**config.mk**
```make
export PLATFORM = sky130hd
export DESIGN_NAME = wash_sequencer
export DESIGN_NICKNAME = d
export VERILOG_FILES = /design/src/rtl/wash_sequencer.sv
export SDC_FILE = /design/constraint.sdc
export NUM_CORES = 1
export LEC_CHECK = 0
export CORE_ASPECT_RATIO = 2
export CORE_MARGIN = 4
export CORE_UTILIZATION = 51
export DETAILED_ROUTE_END_ITERATION = 7
export PLACE_DENSITY = 0.79
export SETUP_SLACK_MARGIN = 0.3
export SLEW_MARGIN = 15
export SYNTH_ARGS = -nofsm -noshare
export SYNTH_HDL_FRONTEND = slang
export SYNTH_SLANG_ARGS = --single-unit
```
**constraint.sdc**
```tcl
create_clock -name clock -period 2.9 [get_ports clock]
set_clock_uncertainty 0.1 [all_clocks]
set_input_delay 0.29 -clock clock [delete_from_list [all_inputs] [get_ports clock]]
set_output_delay 0.29 -clock clock [all_outputs]
set_load 0.005 [all_outputs]
```
**src/rtl/wash_sequencer.sv**
```systemverilog
// Washing-machine sequencer: coin/lid/cancel FSM with phase timers, rinse repeat, lid pause, fault codes.
// All outputs registered (one cycle from the sampled inputs); no backpressure, every input is sampled each cycle.
module wash_sequencer #(
  parameter int CNT_W        = 8,
  parameter int FILL_TIMEOUT = 20,
  parameter int SOAK_TIME    = 3,
  parameter int WASH_TIME    = 5,
  parameter int RINSE_TIME   = 3,
  parameter int RINSE_CYCLES = 2,
  parameter int SPIN_TIME    = 3,
  parameter int DRY_TIME     = 3
) (
  input  logic             clock,
  input  logic             reset,
  input  logic             sig_Coin,
  input  logic             sig_Lid_Closed,
  input  logic             sig_Cancel,
  input  logic             sig_Full,
  input  logic             sig_Out_Of_Balance,
  input  logic             sig_Motor_Failure,
  input  logic             sig_Fault_Clear,
  input  logic             skip_Dry,
  output logic [3:0]       state,
  output logic [CNT_W-1:0] phase_Timer,
  output logic [3:0]       rinse_Count,
  output logic             water_Intake,
  output logic             motor_On,
  output logic             paused,
  output logic             coin_Return,
  output logic             fault,
  output logic [1:0]       fault_Code,
  output logic             cycle_Done
);

  typedef enum logic [3:0] {
    S_START = 4'd0,
    S_READY = 4'd1,
    S_FILL  = 4'd2,
    S_SOAK  = 4'd3,
    S_WASH  = 4'd4,
    S_RINSE = 4'd5,
    S_SPIN  = 4'd6,
    S_DRY   = 4'd7,
    S_FAULT = 4'd8
  } state_t;

  localparam logic [CNT_W-1:0] FILL_LAST  = CNT_W'(FILL_TIMEOUT - 1);
  localparam logic [CNT_W-1:0] SOAK_LAST  = CNT_W'(SOAK_TIME - 1);
  localparam logic [CNT_W-1:0] WASH_LAST  = CNT_W'(WASH_TIME - 1);
  localparam logic [CNT_W-1:0] RINSE_LAST = CNT_W'(RINSE_TIME - 1);
  localparam logic [CNT_W-1:0] SPIN_LAST  = CNT_W'(SPIN_TIME - 1);
  localparam logic [CNT_W-1:0] DRY_LAST   = CNT_W'(DRY_TIME - 1);
  localparam logic [CNT_W-1:0] TIMER_MAX  = {CNT_W{1'b1}};
  localparam logic [3:0]       RINSE_PASSES = 4'(RINSE_CYCLES);

  state_t           cur_st;
  state_t           nxt_st;
  logic [CNT_W-1:0] timer_nxt;
  logic [3:0]       rinse_nxt;
  logic [1:0]       code_nxt;
  logic             skip_lat;
  logic             skip_nxt;
  logic             water_nxt;
  logic             motor_nxt;
  logic             paused_nxt;
  logic             coin_ret_nxt;
  logic             fault_nxt;
  logic             done_nxt;

  logic             active;
  logic             hold;
  logic             restart;
  logic             phase_end;
  logic             fault_hit;
  logic [1:0]       fault_val;

  assign state = cur_st;

  // Per-phase completion and fault detection, independent of priority resolution.
  always_comb begin
    phase_end = 1'b0;
    fault_hit = 1'b0;
    fault_val = 2'd0;
    case (cur_st)
      S_FILL: begin
        phase_end = sig_Full;
        if (!sig_Full && phase_Timer == FILL_LAST) begin
          fault_hit = 1'b1;
          fault_val = 2'd1;
        end
      end
      S_SOAK: phase_end = (phase_Timer == SOAK_LAST);
      S_WASH: begin
        phase_end = (phase_Timer == WASH_LAST);
        if (sig_Out_Of_Balance) begin
          fault_hit = 1'b1;
          fault_val = 2'd2;
        end
      end
      S_RINSE: begin
        phase_end = (phase_Timer == RINSE_LAST);
        if (sig_Motor_Failure) begin
          fault_hit = 1'b1;
          fault_val = 2'd3;
        end
      end
      S_SPIN, S_DRY: begin
        phase_end = (cur_st == S_SPIN) ? (phase_Timer == SPIN_LAST)
                                       : (phase_Timer == DRY_LAST);
        if (sig_Motor_Failure) begin
          fault_hit = 1'b1;
          fault_val = 2'd3;
        end else if (sig_Out_Of_Balance) begin
          fault_hit = 1'b1;
          fault_val = 2'd2;
        end
      end
      default: ;
    endcase
  end

  always_comb begin
    nxt_st       = cur_st;
    rinse_nxt    = rinse_Count;
    code_nxt     = fault_Code;
    skip_nxt     = skip_lat;
    coin_ret_nxt = 1'b0;
    done_nxt     = 1'b0;
    hold         = 1'b0;
    restart      = 1'b0;
    active       = (cur_st inside {S_FILL, S_SOAK, S_WASH, S_RINSE, S_SPIN, S_DRY});

    case (cur_st)
      S_START: if (sig_Coin) nxt_st = S_READY;
      S_READY: begin
        if (sig_Cancel) begin
          nxt_st       = S_START;
          coin_ret_nxt = 1'b1;
        end else if (sig_Lid_Closed) begin
          // New cycle: latch the dry mode and drop stale per-cycle status.
          nxt_st    = S_FILL;
          skip_nxt  = skip_Dry;
          code_nxt  = 2'd0;
          rinse_nxt = 4'd0;
        end
      end
      S_FAULT: begin
        if (sig_Fault_Clear) begin
          nxt_st    = S_READY;
          rinse_nxt = 4'd0;
        end
      end
      S_FILL, S_SOAK, S_WASH, S_RINSE, S_SPIN, S_DRY: ;
      default: nxt_st = S_START;
    endcase

    if (active) begin
      if (sig_Cancel) begin
        nxt_st       = S_START;
        coin_ret_nxt = 1'b1;
        rinse_nxt    = 4'd0;
      end else if (fault_hit) begin
        nxt_st   = S_FAULT;
        code_nxt = fault_val;
      end else if (!sig_Lid_Closed) begin
        hold = 1'b1;
      end else if (phase_end) begin
        case (cur_st)
          S_FILL: nxt_st = S_SOAK;
          S_SOAK: nxt_st = S_WASH;
          S_WASH: nxt_st = S_RINSE;
          S_RINSE: begin
            rinse_nxt = rinse_Count + 4'd1;
            if (rinse_nxt < RINSE_PASSES) restart = 1'b1;
            else                          nxt_st  = S_SPIN;
          end
          S_SPIN: begin
            if (skip_lat) begin
              nxt_st   = S_START;
              done_nxt = 1'b1;
            end else begin
              nxt_st = S_DRY;
            end
          end
          S_DRY: begin
            nxt_st   = S_START;
            done_nxt = 1'b1;
          end
          default: ;
        endcase
      end
    end

    // A repeated rinse pass restarts the timer even though the state is unchanged.
    if (nxt_st != cur_st || restart) timer_nxt = '0;
    else if (hold || phase_Timer == TIMER_MAX) timer_nxt = phase_Timer;
    else timer_nxt = phase_Timer + CNT_W'(1);

    water_nxt  = (nxt_st == S_FILL || nxt_st == S_RINSE) && !hold;
    motor_nxt  = (nxt_st inside {S_WASH, S_RINSE, S_SPIN, S_DRY}) && !hold;
    paused_nxt = hold;
    fault_nxt  = (nxt_st == S_FAULT);
  end

  always_ff @(posedge clock or posedge reset) begin
    if (reset) begin
      cur_st       <= S_START;
      phase_Timer  <= '0;
      rinse_Count  <= 4'd0;
      fault_Code   <= 2'd0;
      skip_lat     <= 1'b0;
      water_Intake <= 1'b0;
      motor_On     <= 1'b0;
      paused       <= 1'b0;
      coin_Return  <= 1'b0;
      fault        <= 1'b0;
      cycle_Done   <= 1'b0;
    end else begin
      cur_st       <= nxt_st;
      phase_Timer  <= timer_nxt;
      rinse_Count  <= rinse_nxt;
      fault_Code   <= code_nxt;
      skip_lat     <= skip_nxt;
      water_Intake <= water_nxt;
      motor_On     <= motor_nxt;
      paused       <= paused_nxt;
      coin_Return  <= coin_ret_nxt;
      fault        <= fault_nxt;
      cycle_Done   <= done_nxt;
    end
  end

endmodule

```
-- Word level (Yosys, flattened, before mapping)
Index checks and enable logic that the tools add are counted.
Widths: inputs -> output; s select.
- reductions and logical operators: 15
- $lt $le $gt $ge: 1
- mux-type cells: 64
- $add $sub $neg: 2
- equal/unequal tests: 20
- bitwise operators: 1
- operator list (operator ; number):
    $mux 4 ; 19
    $eq 4x3->1 const B ; 8
    $mux 1 ; 26
    $pmux 4 s6 ; 1
    $mux 2 ; 9
    $mux 8 ; 2
    $pmux 4 s4 ; 1
    $eq 4x2->1 const B ; 3
    $add 8x1->8 const B ; 1
    $eq 4x4->1 const B ; 2
    $eq 8x2->1 const B ; 1
    $eq 8x3->1 const B ; 1
    $eq 8x5->1 const B ; 1
    $eq 8x8->1 const B ; 1
    $pmux 2 s4 ; 1
    $pmux 4 s2 ; 1
    $reduce_bool 6->1 ; 1
    $reduce_or 6->1 ; 1
    $add 4x1->4 const B ; 1
    $eq 4x1->1 const B ; 1
    $logic_not 4->1 ; 1
    $lt 4x2->1 const B ; 1
    $ne 4x4->1 ; 1
    $pmux 1 s4 ; 1
    12 further kinds ; 17
- register bits after elaboration: 25

-- Depth between registers and ports, before layout
Gate-level depths: netlist of the first run.
- depth in word-level cells: 13
- gate-level depth with buffers: 9
- mapped depth without buffers: 8

-- Least setup slack after synthesis of the first run
OpenSTA, ideal clock, no wires.
- path kind: register to register
- start point: register rinse_Count[0]
- end point: register phase_Timer[0]
- arrival time: 2.111 ns
- period minus slack after synthesis: 2.283 ns
- library setup time: 0.072 ns
- path slack: 0.617 ns
- required time: 2.728 ns
- cell stages (with the launch flop): 9
- cells stage by stage: dfrtp_1 > ha_1 > and2_1 > a211oi_1 > nor4_1 > o311ai_4 > mux2i_1 > a311o_2 > nor2_1
- word-level cells in the longest chain between the ends: 12
- ends and longest elaborated chain (item ; RTL line ; source):
    start: declaration ; 25 ; output logic [3:0] rinse_Count,
    start signal: assignment ; 221 ; rinse_Count <= rinse_nxt;
    $add 4x1->4 * ; 173 ; rinse_nxt = rinse_Count + 4'd1;
    $lt 4x2->1 * ; 174 ; if (rinse_nxt < RINSE_PASSES) restart = 1'b1;
    $mux 4 ; 174 ;
    $pmux 4 s6 ; 168 ; case (cur_st)
    $mux 4 ; 167 ; end else if (phase_end) begin
    $mux 4 ; 165 ; end else if (!sig_Lid_Closed) begin
    $mux 4 ; 162 ; end else if (fault_hit) begin
    $mux 4 ; 158 ; if (sig_Cancel) begin
    $mux 4 ; 157 ; if (active) begin
    $ne 4x4->1 ; 195 ; if (nxt_st != cur_st || restart) timer_nxt = '0;
    $logic_or 1x1->1 * ; 195 ;
    $ne 2x2->1 (no line) or $mux 8 (tied branches) ; n/a ;
    end signal: assignment ; 220 ; phase_Timer <= timer_nxt;
    end: declaration ; 24 ; output logic [CNT_W-1:0] phase_Timer,
Mark *: on every way between the ends. The rest lies on a longest branch, timed or not.
A chain may end at the register's enable or synchronous reset.

-- Worst setup path after layout of the first run
- start point: register phase_Timer[0]
- end point: register phase_Timer[7]
- word-level cells in the longest chain between the ends: 10
- ends and longest elaborated chain (item ; RTL line):
    $eq 8x2->1, or another cell as far along ; n/a
    $pmux 1 s3 or $logic_and 1x1->1 (tied branches) ; 84, 87
    $mux 4 or $mux 1 (tied branches) ; 167, 87
    $mux 4 or $pmux 1 s4 (tied branches) ; 165, 84
    $mux 4 ; 162
    $mux 4 ; 158
    $mux 4 ; 157
    $ne 4x4->1 ; 195
    $logic_or 1x1->1 ; 195
    $ne 2x2->1 (no line) or $mux 8 (tied branches) ; n/a
Several ways; a longest one is shown, not always the timed one. The select of a mux whose other input is x is not followed.

==> impl_metrics.ini, run 1 <==
[finish]
most_common_cell_after_layout_fill_and_taps_aside = clkdlybuf4s50_1
mostFrequentLayoutCells = clkdlybuf4s50_1, nor2_1, nand2_1, dfrtp_1, a21oi_1
fillers = 271
drive_above_1_share_pct = 14.7
finish.net_count = 238
antennaDiodeCount = 0
final_cell_count_no_fill = 256
syn2layout_area_growth_pct = 24.7

[grt]
grt_pass1_wl_um = 8270
grt_pass1_vias = 1758
grt_antenna_before_repair = 0
largest_net_degree_at_the_start_of_global_routing = 26
groute.usage.overall_pct = 24.0
grt_overflow = 0

[timing]
timing.setup.tns_ps = 0
period_share_pct = 87.2
rsz0062_at_grt = true
slew_headroom_pct = 34.7
timing.final.hold_violations = 0
worst_pin_slew_ps = 979
clock.fmax_mhz = 395
post-route-min-period_ps = 2530
final_setup_violation_count = 0
final.hold.worst_slack_ps = 439
final_max_slew_violation_count = 0

[critical_path]
cp.arrival_ps = 2600
worst_path_max_delay_cell = o22ai_2
crit_required_ps = 2970
critical_path.max_fanout = 8
startpoint = phase_Timer[0]
crit_chain = ha_2 -> and4bb_2 -> nand4_1 -> nand4_1 -> o22ai_2 -> nor3_1 -> xnor2_1 -> nor2_1
critical_path.startpoint_type = flip-flop
setup.worst_path.end_class = flip-flop
regToRegStartpoint = phase_Timer[0]
critPathMostFrequentCell = nand4_1
criticalPathCategory = flip-flop to flip-flop
cpPeakStageDelay_ps = 500

[floorplanning]
std_cell_rows = 29
die_h_um = 89.5
die_area_mm2 = 0.00436
die_width_um = 48.7
fp.coreArea_mm2 = 0.00319
start_util_pct = 53.0
ioPinCount = 34

[logic_synthesis]
syn_nets = 206
yosysSeqAreaShare_pct = 37.0
synth_edf_count = 0
synth_top_area_share_pct = 37.0
synth_area_mm2 = 0.00169
synthFlopType = dfrtp_1
synthArstFlopShare_pct = 100
ys_types = 55
synthesis.instances = 194
mapped_avg_cell_area_um2 = 8.73
yosys-top-cells-area = dfrtp_1, nand2_1, nor2_1
synth_warnings = 0
yosys.area.top_type = dfrtp_1
postSynthRegisterBits = 25

[routing]
initial_drc_count = 109
post_drt_wl_per_cell_um = 19.5
route.antenna.remaining_nets = 0
met3_wirelength_um = 289
routed_wl_um = 5000
vias_per_cell = 6.68
num_vias = 1711
wire_length_on_met2_um = 2720
drt_pre_antenna_iters = 4
drt_drc_violations_left = 0
dr.max_layer_used = met4
detail_route.wirelength.met1_um = 1630

[cts]
cts.sink_count = 25
clock_tree.buffer_depth = 2
tritoncts = done
cts.reportedPaths.clkPinSlew_ps = 90
cts-root-buf = clkbuf_8
cts_setup_buffers = 0
number_of_buffers_added_by_the_clock_tree_synthesis_step = 3
htree_levels = 1
insertion_delay_ps = 280
hold_buffers = 0

[pwr]
worst_case_vdd_ir_drop_mv = 0.373
power.net_switching_mw = 0.347
power_leakage_nw = 0.831
clk_network_pwr_share_pct = 21.6
power.density_mw_per_mm2 = 469
pwr-share-seq_pct = 46.9
combinational_fraction_of_design_power_pct = 31.4
swShare_pct = 35.1
totalPowerFinal_mw = 0.989
internal_pwr_total_mw = 0.642

[placement]
hpwl_um = 3780
place.gp.congestion = 0.923
placed_cells_incl_taps = 252
port_bufs = 33

[hold_path]
holdCritPathClass = primary input to asynchronous set/reset pin

[outcome]
status = finished, final reports clean

[run]
cap_viol_max_count = 0
[timing repair]
item	in CTS	in global routing
gates resized for setup	1	15
setup endpoints to repair	5	13
gates cloned	0	0
pin swaps	0	0
endpoints found under the hold margin	0	0
[worst max-delay path: cells and delay by family, from the launching register on]
family / cells / cell delay [ps]
and+or+nand+nor: 5 / 970
adders and majority gates: 1 / 230
AOI/OAI and AO/OA: 1 / 500
xor gates and xnor gates: 1 / 180
DFF: 1 / 450
[worst paths after layout]
path | cells past startpoint | slack, ps | endpoint
max | 8 | 370 | phase_Timer[7]
min | 2 | 440 | fault_Code[0]
max reg2reg | 8 | 370 | phase_Timer[7]
min reg2reg | 2 | 440 | fault_Code[0]
max in group asynchronous | 2 | 1600 | state[1]
min in group clock | 2 | 440 | fault_Code[0]
[flip-flops by register name, indices dropped and copies added (netlist names)]
name / cells
fault: 1
fault_Code: 2
water_Intake: 1
rinse_Count: 4
coin_Return: 1
cycle_Done: 1
state: 4
motor_On: 1
paused: 1
skip_lat: 1
phase_Timer: 8
[cell type report]
class / count / area (um2) / area share, %
multi-input cells: 154 / 1020 / 48.4
flip-flops and latches: 25 / 634 / 30.1
repair buffers: 35 / 345 / 16.4
clock buffers: 4 / 45.0 / 2.13
well taps: 31 / 38.8 / 1.84
inverters: 7 / 26.3 / 1.24
[cell families (layout without fill, tap and decap cells)]
family	after synthesis	in the layout	synth area share, %
AND/OR/NAND/NOR	94	94	29.4
AO/OA/AOI/OAI	44	44	19.4
flip-flops	25	25	37.0
buffers and inverters	15	46	4.88
XOR/XNOR	7	7	3.62
multiplexers	6	6	3.62
adder cells (fa/ha/maj)	3	3	2.14
[metal layers]
layer,track usage (%),vias up
met5,0,-
met4,19.9,0
met2,44.2,115
met1,23.5,795
li1,-,771
met3,2.84,30
[synthesized netlist by cell type, types with 4 or more instances]
library cell and number:
o21ai_0 7, nor4_1 4, mux2i_1 5, nor2_1 23, xnor2_1 6, nor3_1 6, and2_1 5, inv_1 7
a21oi_1 10, nand2_1 23, dfrtp_1 25, nand3_1 8, nand4_1 5
[metrics by stage]
stage,utilization [%],instance area (um2),setup slack [ps]
floorplan,-,1690,617
global placement,63.3,2020,384
detailed placement,63.3,2020,279
CTS,64.7,2070,315
global route,66.1,2110,283
finish,66.1,2110,371
[power by group through the flow]
stage	registers, mW	logic, mW	clock network (mW)
finish	0.464	0.311	0.214
global route	0.473	0.340	0.231
CTS	0.455	0.304	0.213
detailed placement	0.460	0.302	0
global placement	0.456	0.289	0
floorplan	0.431	0.205	0
Note: power is estimated with default switching activity, not from simulation.
==> run 2, diff against run 1 <==
--- a/config.mk
+++ b/config.mk
@@ -6,7 +6,7 @@
 export NUM_CORES = 1
 export LEC_CHECK = 0
 export CORE_ASPECT_RATIO = 2
-export CORE_MARGIN = 4
+export CORE_MARGIN = 10
 export CORE_UTILIZATION = 51
 export DETAILED_ROUTE_END_ITERATION = 7
 export PLACE_DENSITY = 0.79
==> run 2 against run 1 <==
- global-route usage is 7.5 points lower
- total power is 0.38% lower
- die area is 41% higher
- core utilization is 0.47 points lower
- via count is 0.76% lower
- wire length is 1.6% higher
- sequential power is 2% lower
- maximum frequency is 1.5% higher
- largest cell class unchanged
==> impl_metrics.ini, run 2 (synthesis gave the netlist of run 1 again) <==
[floorplanning]
fp.coreArea_mm2 = 0.00319
die_h_um = 101
die_area_mm2 = 0.00616
std_cell_rows = 29
ioPinCount = 34
die_width_um = 60.7
start_util_pct = 53.0

[cts]
insertion_delay_ps = 270
htree_levels = 1
clock_tree.buffer_depth = 2
cts-root-buf = clkbuf_8
number_of_buffers_added_by_the_clock_tree_synthesis_step = 3
cts.sink_count = 25
tritoncts = done
cts.reportedPaths.clkPinSlew_ps = 90
cts_setup_buffers = 0

[timing]
final_setup_violation_count = 0
clock.fmax_mhz = 401
timing.setup.tns_ps = 0
final_max_slew_violation_count = 0
period_share_pct = 85.9
post-route-min-period_ps = 2490
rsz0062_at_grt = false
slew_headroom_pct = 35.7
timing.final.hold_violations = 0
worst_pin_slew_ps = 963

[critical_path]
criticalPathCategory = flip-flop to flip-flop
critical_path.startpoint_type = flip-flop
setup.worst_path.end_class = flip-flop
cpPeakStageDelay_ps = 530
critical_path.max_fanout = 18
crit_chain = nand2b_1 -> o221ai_1 -> and2_1 -> o311ai_4 -> mux2i_1 -> a311o_2 -> nor2_1
crit_required_ps = 3000
worst_path_max_delay_cell = dfrtp_2
cp.arrival_ps = 2590
r2r_setup_slack_ps = 410

[routing]
initial_drc_count = 92
drt_drc_violations_left = 0
drt_pre_antenna_iters = 4
post_drt_wl_per_cell_um = 19.7
route.antenna.remaining_nets = 0
vias_per_cell = 6.61
num_vias = 1698
routed_wl_um = 5070

[grt]
groute.usage.overall_pct = 16.5
largest_net_degree_at_the_start_of_global_routing = 26
grt_pass1_vias = 1759
grt_pass1_wl_um = 8050
grt_antenna_before_repair = 0
grt_overflow = 0

[placement]
place.gp.congestion = 1.01
hpwl_um = 3920
port_bufs = 33

[finish]
largest_register = phase_Timer
antennaDiodeCount = 0
postLayoutCoreUtil_pct = 65.6
finish.net_count = 239
mostFrequentLayoutCells = clkdlybuf4s50_1, nor2_1, nand2_1, dfrtp_1, a21oi_1
drive_above_1_share_pct = 12.4
syn2layout_area_growth_pct = 23.8
largest_reg_flops = 8
most_common_cell_after_layout_fill_and_taps_aside = clkdlybuf4s50_1

[pwr]
totalPowerFinal_mw = 0.985
power_leakage_nw = 0.832
worst_case_vdd_ir_drop_mv = 0.368
power.density_mw_per_mm2 = 470

[run]
cap_viol_max_count = 0

[outcome]
status = finished, final reports clean

[hold_path]
holdCritPathClass = primary input to asynchronous set/reset pin
run 2: final timing paths:
check / startpoint / to / cells past startpoint
worst max-delay path: state[1] / phase_Timer[5] / 7
worst min-delay path: reset / fault_Code[1] / 2
worst max register to register: state[1] / phase_Timer[5] / 7
worst min register to register: fault_Code[0] / fault_Code[0] / 2
max in group asynchronous: reset / state[2] / 2
min in group clock: fault_Code[0] / fault_Code[0] / 2
run 2: report_power, final:
| part | switching, mW | internal (mW) |
|---|---|---|
| logic | 0.164 | 0.157 |
| registers | 0.0700 | 0.385 |
| clock network | 0.110 | 0.0984 |
run 2: stage by stage:
stage,std cells,cell area (um2),setup WS [ps],hold WS [ps]
after global routing,257,2100,302,498
after global placement,253,2030,358,418
final,257,2100,408,437
after floorplan,194,1690,617,217
after CTS,257,2070,344,467
after detailed placement,253,2030,320,455
run 2: worst max-delay path: cells and delay by family (launching register included):
kind / cells / cell delay (ps)
multiplexers: 1 / 150
AND/OR/NAND/NOR: 3 / 710
flip-flops: 1 / 530
AO/OA/AOI/OAI: 3 / 930
run 2: area by class of cell:
class	count	area (um2)
fillers	294	1100
multi-input cells	154	1000
flip-flops and latches	25	632
repair buffers	36	353
clock buffers	4	45.0
well taps	31	38.8
inverters	7	26.3
run 2: routing by layer:
layer  share of wire [%]  GRT usage (%)  up-vias
li1                    -              -      779
met1                  34           15.4      797
met2                  54           29.6       88
met3                 6.1           3.38       34
met4                 6.2           11.7        0
met5                   0              0        -
run 2: what timing repair did:
item | CTS | global route
endpoints found under the setup margin | 0 | 13
hold buffers | 0 | 0
resized for setup | 0 | 9
==> run 3, diff against run 2 <==
--- a/config.mk
+++ b/config.mk
@@ -8,7 +8,9 @@
 export CORE_ASPECT_RATIO = 2
 export CORE_MARGIN = 10
 export CORE_UTILIZATION = 51
+export CTS_CLUSTER_SIZE = 24
 export DETAILED_ROUTE_END_ITERATION = 7
+export HOLD_SLACK_MARGIN = 0.06
 export PLACE_DENSITY = 0.79
 export SETUP_SLACK_MARGIN = 0.3
 export SLEW_MARGIN = 15
==> results of run 3 <==
Same layout as run 2: the final DEF is identical, and so are final timing and power.
